$ cat config.mk
export PLATFORM = sky130hd
export DESIGN_NAME = conv2_relu_maxpool
export DESIGN_NICKNAME = d
export VERILOG_FILES = /design/src/rtl/cnn_pkg.sv /design/src/rtl/pool2x2_lane.sv /design/src/rtl/conv2_relu_maxpool.sv
export SDC_FILE = /design/constraint.sdc
export NUM_CORES = 1
export LEC_CHECK = 0
export BUFFER_PORTS_ARGS = -buffer_cell sky130_fd_sc_hd__buf_2
export CORE_ASPECT_RATIO = 1.4
export CORE_MARGIN = 3
export CORE_UTILIZATION = 25
export DETAILED_ROUTE_END_ITERATION = 6
export PLACE_DENSITY = 0.47
export SLEW_MARGIN = 20
export SYNTH_ARGS = -nofsm -noshare
export SYNTH_HDL_FRONTEND = slang
export SYNTH_SLANG_ARGS = --single-unit
$ cat constraint.sdc
create_clock -name clk -period 4.19 [get_ports clk]
set_input_delay 1.0475 -clock clk [delete_from_list [all_inputs] [get_ports clk]]
set_output_delay 1.0475 -clock clk [all_outputs]
set_load 0.02 [all_outputs]
$ cat src/rtl/cnn_pkg.sv
// Shared widths and datapath helpers for the CNN post-convolution stages.
package cnn_pkg;

  localparam int IN_W        = 14;
  localparam int OUT_W       = 12;
  localparam int CONV2_IMG_W = 8;
  localparam int POOL2_OUT_W = CONV2_IMG_W / 2;

  function automatic logic [IN_W-2:0] relu(input logic signed [IN_W-1:0] x);
    return x[IN_W-1] ? '0 : x[IN_W-2:0];
  endfunction

  // Clamp a non-negative activation to the largest OUT_W-bit code.
  function automatic logic [OUT_W-1:0] sat(input logic [IN_W-2:0] p);
    return (|p[IN_W-2:OUT_W]) ? '1 : p[OUT_W-1:0];
  endfunction

endpackage

$ cat src/rtl/pool2x2_lane.sv
// One channel of ReLU + 2x2 max pooling + saturation, sequenced by the
// shared column/row counters of the parent block.
module pool2x2_lane
  import cnn_pkg::*;
#(
  parameter int IMG_W = CONV2_IMG_W,
  localparam int HALF = IMG_W / 2,
  localparam int HW   = (HALF > 1) ? $clog2(HALF) : 1
) (
  input  logic                   clk,
  input  logic                   rst_n,
  input  logic                   accept_i,
  input  logic                   col_odd_i,
  input  logic                   row_odd_i,
  input  logic [HW-1:0]          half_col_i,
  input  logic signed [IN_W-1:0] conv_i,
  output logic [OUT_W-1:0]       pool_o
);

  logic [IN_W-2:0]  relu_w;
  logic [IN_W-2:0]  h_w;
  logic [IN_W-2:0]  p_w;
  logic [IN_W-2:0]  pair_q;
  logic [IN_W-2:0]  linebuf_q [HALF];
  logic [OUT_W-1:0] pool_q;

  always_comb begin
    relu_w = relu(conv_i);
    h_w    = (relu_w > pair_q) ? relu_w : pair_q;
    p_w    = (linebuf_q[half_col_i] > h_w) ? linebuf_q[half_col_i] : h_w;
  end

  // Even rows park the horizontal max; odd rows finish the 2x2 window.
  always_ff @(posedge clk or negedge rst_n) begin
    if (!rst_n) begin
      pair_q <= '0;
      for (int i = 0; i < HALF; i++) linebuf_q[i] <= '0;
      pool_q <= '0;
    end else if (accept_i) begin
      if (!col_odd_i)      pair_q                <= relu_w;
      else if (!row_odd_i) linebuf_q[half_col_i] <= h_w;
      else                 pool_q                <= sat(p_w);
    end
  end

  assign pool_o = pool_q;

endmodule

$ cat src/rtl/conv2_relu_maxpool.sv
// ReLU + 2x2/2 max pool + saturation for the three conv2 output channels,
// streaming in raster order with shared position counters.
module conv2_relu_maxpool
  import cnn_pkg::*;
#(
  parameter int IMG_W = CONV2_IMG_W
) (
  input  logic                   clk,
  input  logic                   rst_n,
  input  logic                   valid_in,
  input  logic signed [IN_W-1:0] conv_in_1,
  input  logic signed [IN_W-1:0] conv_in_2,
  input  logic signed [IN_W-1:0] conv_in_3,
  output logic [OUT_W-1:0]       pool_out_1,
  output logic [OUT_W-1:0]       pool_out_2,
  output logic [OUT_W-1:0]       pool_out_3,
  output logic                   valid_out,
  output logic                   frame_done
);

  localparam int CW   = $clog2(IMG_W);
  localparam int HALF = IMG_W / 2;
  localparam int HW   = (HALF > 1) ? $clog2(HALF) : 1;

  logic [CW-1:0] col_q, col_d;
  logic [CW-1:0] row_q, row_d;
  logic          last_col_w, last_row_w;
  logic [HW-1:0] half_col_w;
  logic          valid_out_q, frame_done_q;

  always_comb begin
    last_col_w = (col_q == CW'(IMG_W - 1));
    last_row_w = (row_q == CW'(IMG_W - 1));
    col_d      = last_col_w ? '0 : col_q + 1'b1;
    row_d      = row_q;
    if (last_col_w) row_d = last_row_w ? '0 : row_q + 1'b1;
    half_col_w = HW'(col_q >> 1);
  end

  // Output strobes are registered alongside the lane outputs so they align.
  always_ff @(posedge clk or negedge rst_n) begin
    if (!rst_n) begin
      col_q        <= '0;
      row_q        <= '0;
      valid_out_q  <= 1'b0;
      frame_done_q <= 1'b0;
    end else begin
      valid_out_q  <= valid_in & col_q[0] & row_q[0];
      frame_done_q <= valid_in & last_col_w & last_row_w;
      if (valid_in) begin
        col_q <= col_d;
        row_q <= row_d;
      end
    end
  end

  pool2x2_lane #(.IMG_W(IMG_W)) u_lane_1 (
    .clk        (clk),
    .rst_n      (rst_n),
    .accept_i   (valid_in),
    .col_odd_i  (col_q[0]),
    .row_odd_i  (row_q[0]),
    .half_col_i (half_col_w),
    .conv_i     (conv_in_1),
    .pool_o     (pool_out_1)
  );

  pool2x2_lane #(.IMG_W(IMG_W)) u_lane_2 (
    .clk        (clk),
    .rst_n      (rst_n),
    .accept_i   (valid_in),
    .col_odd_i  (col_q[0]),
    .row_odd_i  (row_q[0]),
    .half_col_i (half_col_w),
    .conv_i     (conv_in_2),
    .pool_o     (pool_out_2)
  );

  pool2x2_lane #(.IMG_W(IMG_W)) u_lane_3 (
    .clk        (clk),
    .rst_n      (rst_n),
    .accept_i   (valid_in),
    .col_odd_i  (col_q[0]),
    .row_odd_i  (row_q[0]),
    .half_col_i (half_col_w),
    .conv_i     (conv_in_3),
    .pool_o     (pool_out_3)
  );

  assign valid_out  = valid_out_q;
  assign frame_done = frame_done_q;

endmodule
==> metrics, run 1 <==
status finished, final reports clean; worst skew pair latency 0.57 ns; Syn Inst Count 1201; die width 196 um; Main synth FF type dfrtp_1; Avg Inst Size Synth 10.5 um^2; max cap viols 0; synth cell count leaders dfrtp_1, nor2_1, a21oi_1; Tcrit/Tclk final 98.2%; endpoints failing hold 0; Yosys reg bits 239; PD cells 860 nW/um^2; Synth cell types 47; clock buffer depth 3; vias 9251; Yosys warning count 0; clk_skew 0.0390 ns; io pins 83; Worst R2R Path Depth 19; std cell rows 96; first-pass GRT wire length 53300 um; mapped cell area 12600 um^2; Worst Setup End Kind flop; number of port buffers 82; Pleak 7.53 nW; Worst-Margin Slew 0.916 ns; area delta synth->final 35.0%; syn nets 1328; post-route minimum period 4.11 ns; CP max FO 7; # DRC 0; Slew Viols, Final 0; share of the yosys chip area belonging to registers 47.4%; Synth area leader dfrtp_1; layout net count 1544; DRT Pass-1 Iters 4; initial antenna violation count 0; Die H 272 um; largest net degree at the start of global routing 79; final wirelength 33600 um; post-placement cell count 1989; crit path DAT 4.61 ns; Slew HR 39.0%; ANT cells 0; layout cells sized above 1 38.3%; Vias/cell 4.46; top-count cell post-synth dfrtp_1; CTS Hold Bufs 0; r2r setup slk 0.35 ns; fmax 0.243 GHz; WL per Instance 16.2 um; Routability Congestion 0.772; largest vdd supply drop 0.393 mV; Initial DRC Count 367; Detailed Place HPWL 23600 um; vias in the first global route 9614; CTS H-tree depth 1; clk sinks 239; ranking of synthesized cells by area dfrtp_1, ha_1, mux4_2; startpoint class of the critical path primary input; core area 49500 um^2; Non-Filler Instances 2072; Die Footprint 53300 um^2; final core occ 34.4%; Total Routing Usage GR 12.4%; CTS clk-pin slew, worst paths 0.06 ns; antenna viol nets, final 0; Yosys top cell area share 47.4%; crit path kind in2reg; CTS tree yes; WP data required 4.68 ns; Hold WC Path Type in2async; Async S/R FF share, synth 100%; CTS root buffer clkbuf_16; Post-synth EDFFs 0; Initial Util 25.5%; CTS buffer count 27; grt ovf 0; Setup-failing EPs final 0; RSZ-0062 raised after global routing true
-- report_power, final --
group          total [W]  internal [W]  leakage, nW  switching, W
registers        0.00395       0.00329         2.94      0.000656
clock network    0.00236       0.00137        0.425      0.000986
logic            0.00835       0.00433         4.16       0.00403
-- area by class of cell --
cell class | instances | area, um^2
Multi-Input combinational cell | 817 | 7040
Sequential cell | 239 | 5980
Timing Repair Buffer | 254 | 2060
Inverter | 78 | 293
Tap cell | 637 | 797
Clock buffer | 41 | 798
Fill cell | 4997 | 32400
Clock inverter | 6 | 71.3
-- metrics by stage --
stage	cell area (um^2)	power (W)	hold slack (ns)	worst slack, ns	TNS (ns)
floorplan	13300	0.00907	0.445	-0.355	-5.42
finish	17000	0.0147	0.464	0.0754	0
detailed placement	15300	0.0113	0.465	-0.719	-20.96
CTS	16200	0.0138	0.479	0.00772	0
global route	17000	0.0158	0.496	-0.0650	-0.767
global placement	15300	0.0112	0.457	-0.646	-18.96
-- kinds of logic after synthesis --
logic type / after synthesis / synth area share [%]
and+or+nand+nor: 329 / 11.6
AOI/OAI and AO/OA: 263 / 11.8
DFF: 239 / 47.4
buffers and inverters: 145 / 4.69
muxes: 143 / 16.4
adders and majority gates: 82 / 8.13
-- registers in the layout, summed over array words and instances, names as in the netlist --
| signal | count |
|---|---|
| valid_out | 1 |
| u_lane_1.pool_o | 12 |
| u_lane_2.pool_o | 12 |
| u_lane_2.pair_q | 13 |
| col_q | 3 |
| u_lane_1.linebuf_q | 52 |
| u_lane_3.linebuf_q | 52 |
| u_lane_3.pair_q | 13 |
| u_lane_2.linebuf_q | 52 |
| u_lane_1.pair_q | 13 |
| frame_done | 1 |
| row_q | 3 |
| u_lane_3.pool_o | 12 |
-- metal layers --
metal | up-vias | track usage [%] | part of all wire [%]
met3 | 40 | 1.48 | 2.9
met5 | - | 0 | 0
met2 | 103 | 23.0 | 54
met1 | 4506 | 15.0 | 41
li1 | 4602 | - | -
met4 | 0 | 3.17 | 2.0
-- worst paths after layout --
path / from / endpoint
max in group asynchronous: rst_n / u_lane_1.linebuf_q[25]$_DFFE_PN0P_
min in group clk: u_lane_2.linebuf_q[26]$_DFFE_PN0P_ / u_lane_2.linebuf_q[26]$_DFFE_PN0P_
setup reg to reg: u_lane_2.pair_q[2]$_DFFE_PN0P_ / u_lane_2.pool_o[9]$_DFFE_PN0P_
setup / recovery: conv_in_1[13] / u_lane_1.pool_o[6]$_DFFE_PN0P_
hold reg to reg: u_lane_2.linebuf_q[26]$_DFFE_PN0P_ / u_lane_2.linebuf_q[26]$_DFFE_PN0P_
hold / removal: rst_n / valid_out$_DFF_PN0_
-- cells in the final DEF, fill, tap and decap left out, types with 6 or more instances in the layout --
cell type and instances:
mux2i_2 13, buf_4 144, mux2_4 20, dfrtp_1 237, clkbuf_1 7, mux2i_4 21, clkbuf_8 7, buf_12 19
nand3_1 8, mux2_2 43, nor2b_4 13, nor2_1 122, and2b_1 6, o21ai_0 91, clkbuf_16 31, a21oi_2 26
inv_1 76, buf_6 7, a21oi_1 101, or2_1 7, nor2b_2 9, ha_1 58, nand2_1 111, nor2b_1 10
a31oi_1 9, mux2i_1 7, nand4_1 9, buf_2 78, mux4_2 39, ha_4 22
-- critical path: stages --
cell and delay (ns):
buf_12 0.11, buf_12 0.12, nor2b_4 0.13, ha_4 0.21, a211oi_2 0.24, o221ai_2 0.16
a211oi_2 0.29, a22oi_2 0.14, buf_12 0.15, buf_12 0.14, mux2i_4 0.19, ha_4 0.27
nand4_1 0.12, or2_4 0.26, o221a_4 0.26, nor2_4 0.25, mux2_2 0.37, a21oi_1 0.12
-- timing repair --
action | in CTS | in global routing
resized for setup | 6 | 88
pin swaps | 0 | 50
setup endpoints to repair | 22 | 36
buffers inserted | 0 | 32
gates cloned | 0 | 4
Power figures use the tool's default switching activity.
==> run 2: changes to the inputs <==
ABC_AREA = 1   (was default)
CTS_BUF_LIST = sky130_fd_sc_hd__clkbuf_2 sky130_fd_sc_hd__clkbuf_4 sky130_fd_sc_hd__clkbuf_8   (was default)
SKIP_CTS_REPAIR_TIMING = 1   (was default)
==> metrics, run 2 <==
status finished, final reports clean; worst skew pair latency 0.60 ns (+0.03 ns); Compound-Gate Fraction of Synth Area 10.7% (-1.1 points); Worst R2R Path Depth 22 (+3); largest net degree at the start of global routing 95 (+20%); crit path kind in2reg; std cell rows 100 (+4.2%); Yosys warning count 0 (unchanged); # DRC 0 (unchanged); Syn Inst Count 1764 (+47%); io pins 83 (unchanged); CP max FO 13 (+6); Avg Inst Size Synth 7.73 um^2 (-26%); Slew Viols, Final 0 (unchanged); ranking of synthesized cells by area dfrtp_1, nand2_1, ha_1; post-route minimum period 3.81 ns (-0.309 ns); fmax 0.263 GHz (+8.1%); synth cell count leaders nand2_1, dfrtp_1, inv_1; area delta synth->final 23.3%; final core occ 31.4% (-3.0 points); Synth Area in XOR/XNOR 0% (unchanged); Detailed Place HPWL 29600 um (+25%); Worst Setup End Kind flop; Simple-Gate Fraction of Synth Area 28.8% (+17 points); main combinational cell family by area after synthesis simple AND/OR/NAND/NOR gates; Int Power 0.00704 W (-22%); CTS H-tree depth 2 (+1); Pleak 8.76 nW (+16%); CTS root buffer clkbuf_8; Worst-Margin Slew 0.865 ns (-0.0501 ns); number of port buffers 82 (unchanged); core area 53600 um^2 (+8.2%); Post-synth EDFFs 0 (unchanged); Slew HR 42.2% (+3.3 points); Synth area leader dfrtp_1; final wirelength 41200 um (+23%); Synth Area in Adders 7.53% (-0.60 points); WL per Instance 15.2 um (-6.3%); Net Sw Power 0.00540 W (-4.8%); vias in the first global route 12300 (+28%); Die H 282 um (+3.8%); switch share 43.4% (+4.7 points); first-pass GRT wire length 65900 um (+24%); Clk pwr share 19.3% (+3.2 points); Setup-failing EPs final 0 (unchanged); clk_skew 0.0215 ns (-0.0175 ns); CTS clk-pin slew, worst paths 0.06 ns (about the same); # fillers 5843 (+17%); registers with the most flip-flops u_lane_1.linebuf_q (52), u_lane_2.linebuf_q (52), u_lane_3.linebuf_q (52); layout net count 2093 (+36%); share of the yosys chip area belonging to registers 43.9% (-3.5 points); Initial DRC Count 715 (+95%); antenna viol nets, final 0 (unchanged); CTS tree yes; largest vdd supply drop 0.318 mV (-19%); clock buffer depth 3 (unchanged); placed cell area 15800 um^2 (+3.5%); DRT Pass-1 Iters 5 (+1); clk sinks 239 (unchanged); syn nets 1891 (+42%); grt ovf 0 (unchanged); max cap viols 0 (unchanged); Yosys top cell area share 43.9% (-3.5 points); Non-Filler Instances 2714 (+31%); layout cells sized above 1 22.3% (-16 points); post-placement cell count 2632 (+32%); Fin Hold WS 0.476 ns (+0.0122 ns); vias 12000 (+29%); Initial Util 25.5% (-0.058 points); RSZ-0062 raised after global routing false; most common cell after layout, fill and taps aside nand2_1; WP data required 4.72 ns (+0.04 ns); Async S/R FF share, synth 100% (unchanged); PD cells 740 nW/um^2 (-14%); Logic pwr share 51.7% (-5.3 points); CTS buffer count 46 (+70%); startpoint class of the critical path primary input; final instance area 16800 um^2 (-1.4%); Synth cell types 32 (-32%); Reg power frac 29.0% (+2.1 points); Die Footprint 57400 um^2 (+7.8%); commonest cells after routing, fill and taps aside nand2_1, dfrtp_1, inv_1, nand3_1, o21ai_0; initial antenna violation count 1 (+1); endpoints failing hold 0 (unchanged); post-synthesis mux area share 0.156% (-16 points); Total Routing Usage GR 14.5% (+2.1 points); Hold WC Path Type in2async; Main synth FF type dfrtp_1; top-count cell post-synth nand2_1; crit path DAT 4.34 ns (-0.27 ns); Yosys reg bits 239 (unchanged); die width 203 um (+3.8%); Vias/cell 4.41 (-1.2%); Routability Congestion 0.830 (+7.5%); setup tns final 0 ns (unchanged); Tcrit/Tclk final 90.8% (-7.4 points); mapped cell area 13600 um^2 (+8.0%)
==> run 2: changes by cell type after synthesis, moves of 39 or more <==
cell,previous run,this run
nand2_1,114,488
nand3_1,10,186
inv_1,78,201
a21oi_1,115,31
o21ai_0,98,176
mux2_2,62,1
nand2_2,0,54
mux4_2,39,0
==> run 2: kinds of logic after synthesis <==
family / after synthesis
buffers and inverters: 290
multiplexers: 2
adder cells (fa/ha/maj): 82
flip-flops: 239
AO/OA/AOI/OAI: 270
AND/OR/NAND/NOR: 881
==> run 2: layout make-up <==
cell class | instances | area [um^2] | share of cell area (%)
Timing Repair Buffer | 240 | 1740 | 10.4
Inverter | 204 | 766 | 4.56
Clock inverter | 10 | 58.8 | 0.350
Multi-Input combinational cell | 1235 | 6460 | 38.4
Tap cell | 714 | 893 | 5.31
Clock buffer | 71 | 902 | 5.37
Sequential cell | 239 | 5980 | 35.6
Antenna cell | 1 | 2.50 | 0.0149
==> run 2: worst max-delay path, stage by stage <==
cell,delay [ns]
buf_2,0.09
inv_1,0.24
nand2_1,0.15
inv_1,0.10
ha_1,0.24
a21oi_1,0.17
nand2_1,0.09
a21oi_2,0.20
nand2_4,0.13
nand2_4,0.20
nand2_1,0.08
nand2_1,0.14
ha_1,0.27
nand2_1,0.07
inv_1,0.05
nand3b_1,0.07
nand3_1,0.09
a21oi_1,0.29
nand3_1,0.18
buf_4,0.21
nand3_1,0.07
nor2_1,0.05
nor2_1,0.09
==> run 2: metal layers <==
layer,track usage (%),wire length [um],vias up
met5,0,0,-
met4,5.49,1460,0
met3,2.37,1700,72
met2,27.8,22000,240
met1,15.9,16100,5604
li1,-,-,6061
==> run 2: worst paths after layout <==
kind                                                         from                            endpoint  slack, ns
worst max-delay path                                conv_in_3[13]      u_lane_3.pool_o[4]$_DFFE_PN0P_       0.38
worst min-delay path                                        rst_n  u_lane_2.linebuf_q[33]$_DFFE_PN0P_       0.48
worst max register to register    u_lane_3.pair_q[12]$_DFFE_PN0P_      u_lane_3.pool_o[4]$_DFFE_PN0P_       0.86
worst min register to register  u_lane_1.linebuf_q[8]$_DFFE_PN0P_   u_lane_1.linebuf_q[8]$_DFFE_PN0P_       0.48
max in group asynchronous                                   rst_n  u_lane_1.linebuf_q[20]$_DFFE_PN0P_       2.80
min in group clk                u_lane_1.linebuf_q[8]$_DFFE_PN0P_   u_lane_1.linebuf_q[8]$_DFFE_PN0P_       0.48
==> run 2: power by group through the flow <==
stage          clock [W]  combinational, W  sequential (W)
2_1_floorplan          0           0.00385         0.00374
3_3_place_gp           0           0.00644         0.00361
3_5_place_dp           0           0.00651         0.00363
4_1_cts          0.00251           0.00654         0.00360
5_1_grt          0.00262           0.00728         0.00371
6_report         0.00240           0.00642         0.00361
==> run 2: metrics by stage <==
stage | setup slack [ns] | power, W
finish | 0.384 | 0.0124
global route | 0.0316 | 0.0136
CTS | 0.381 | 0.0127
detailed placement | -0.271 | 0.0101
global placement | -0.283 | 0.0101
floorplan | 0.107 | 0.00758
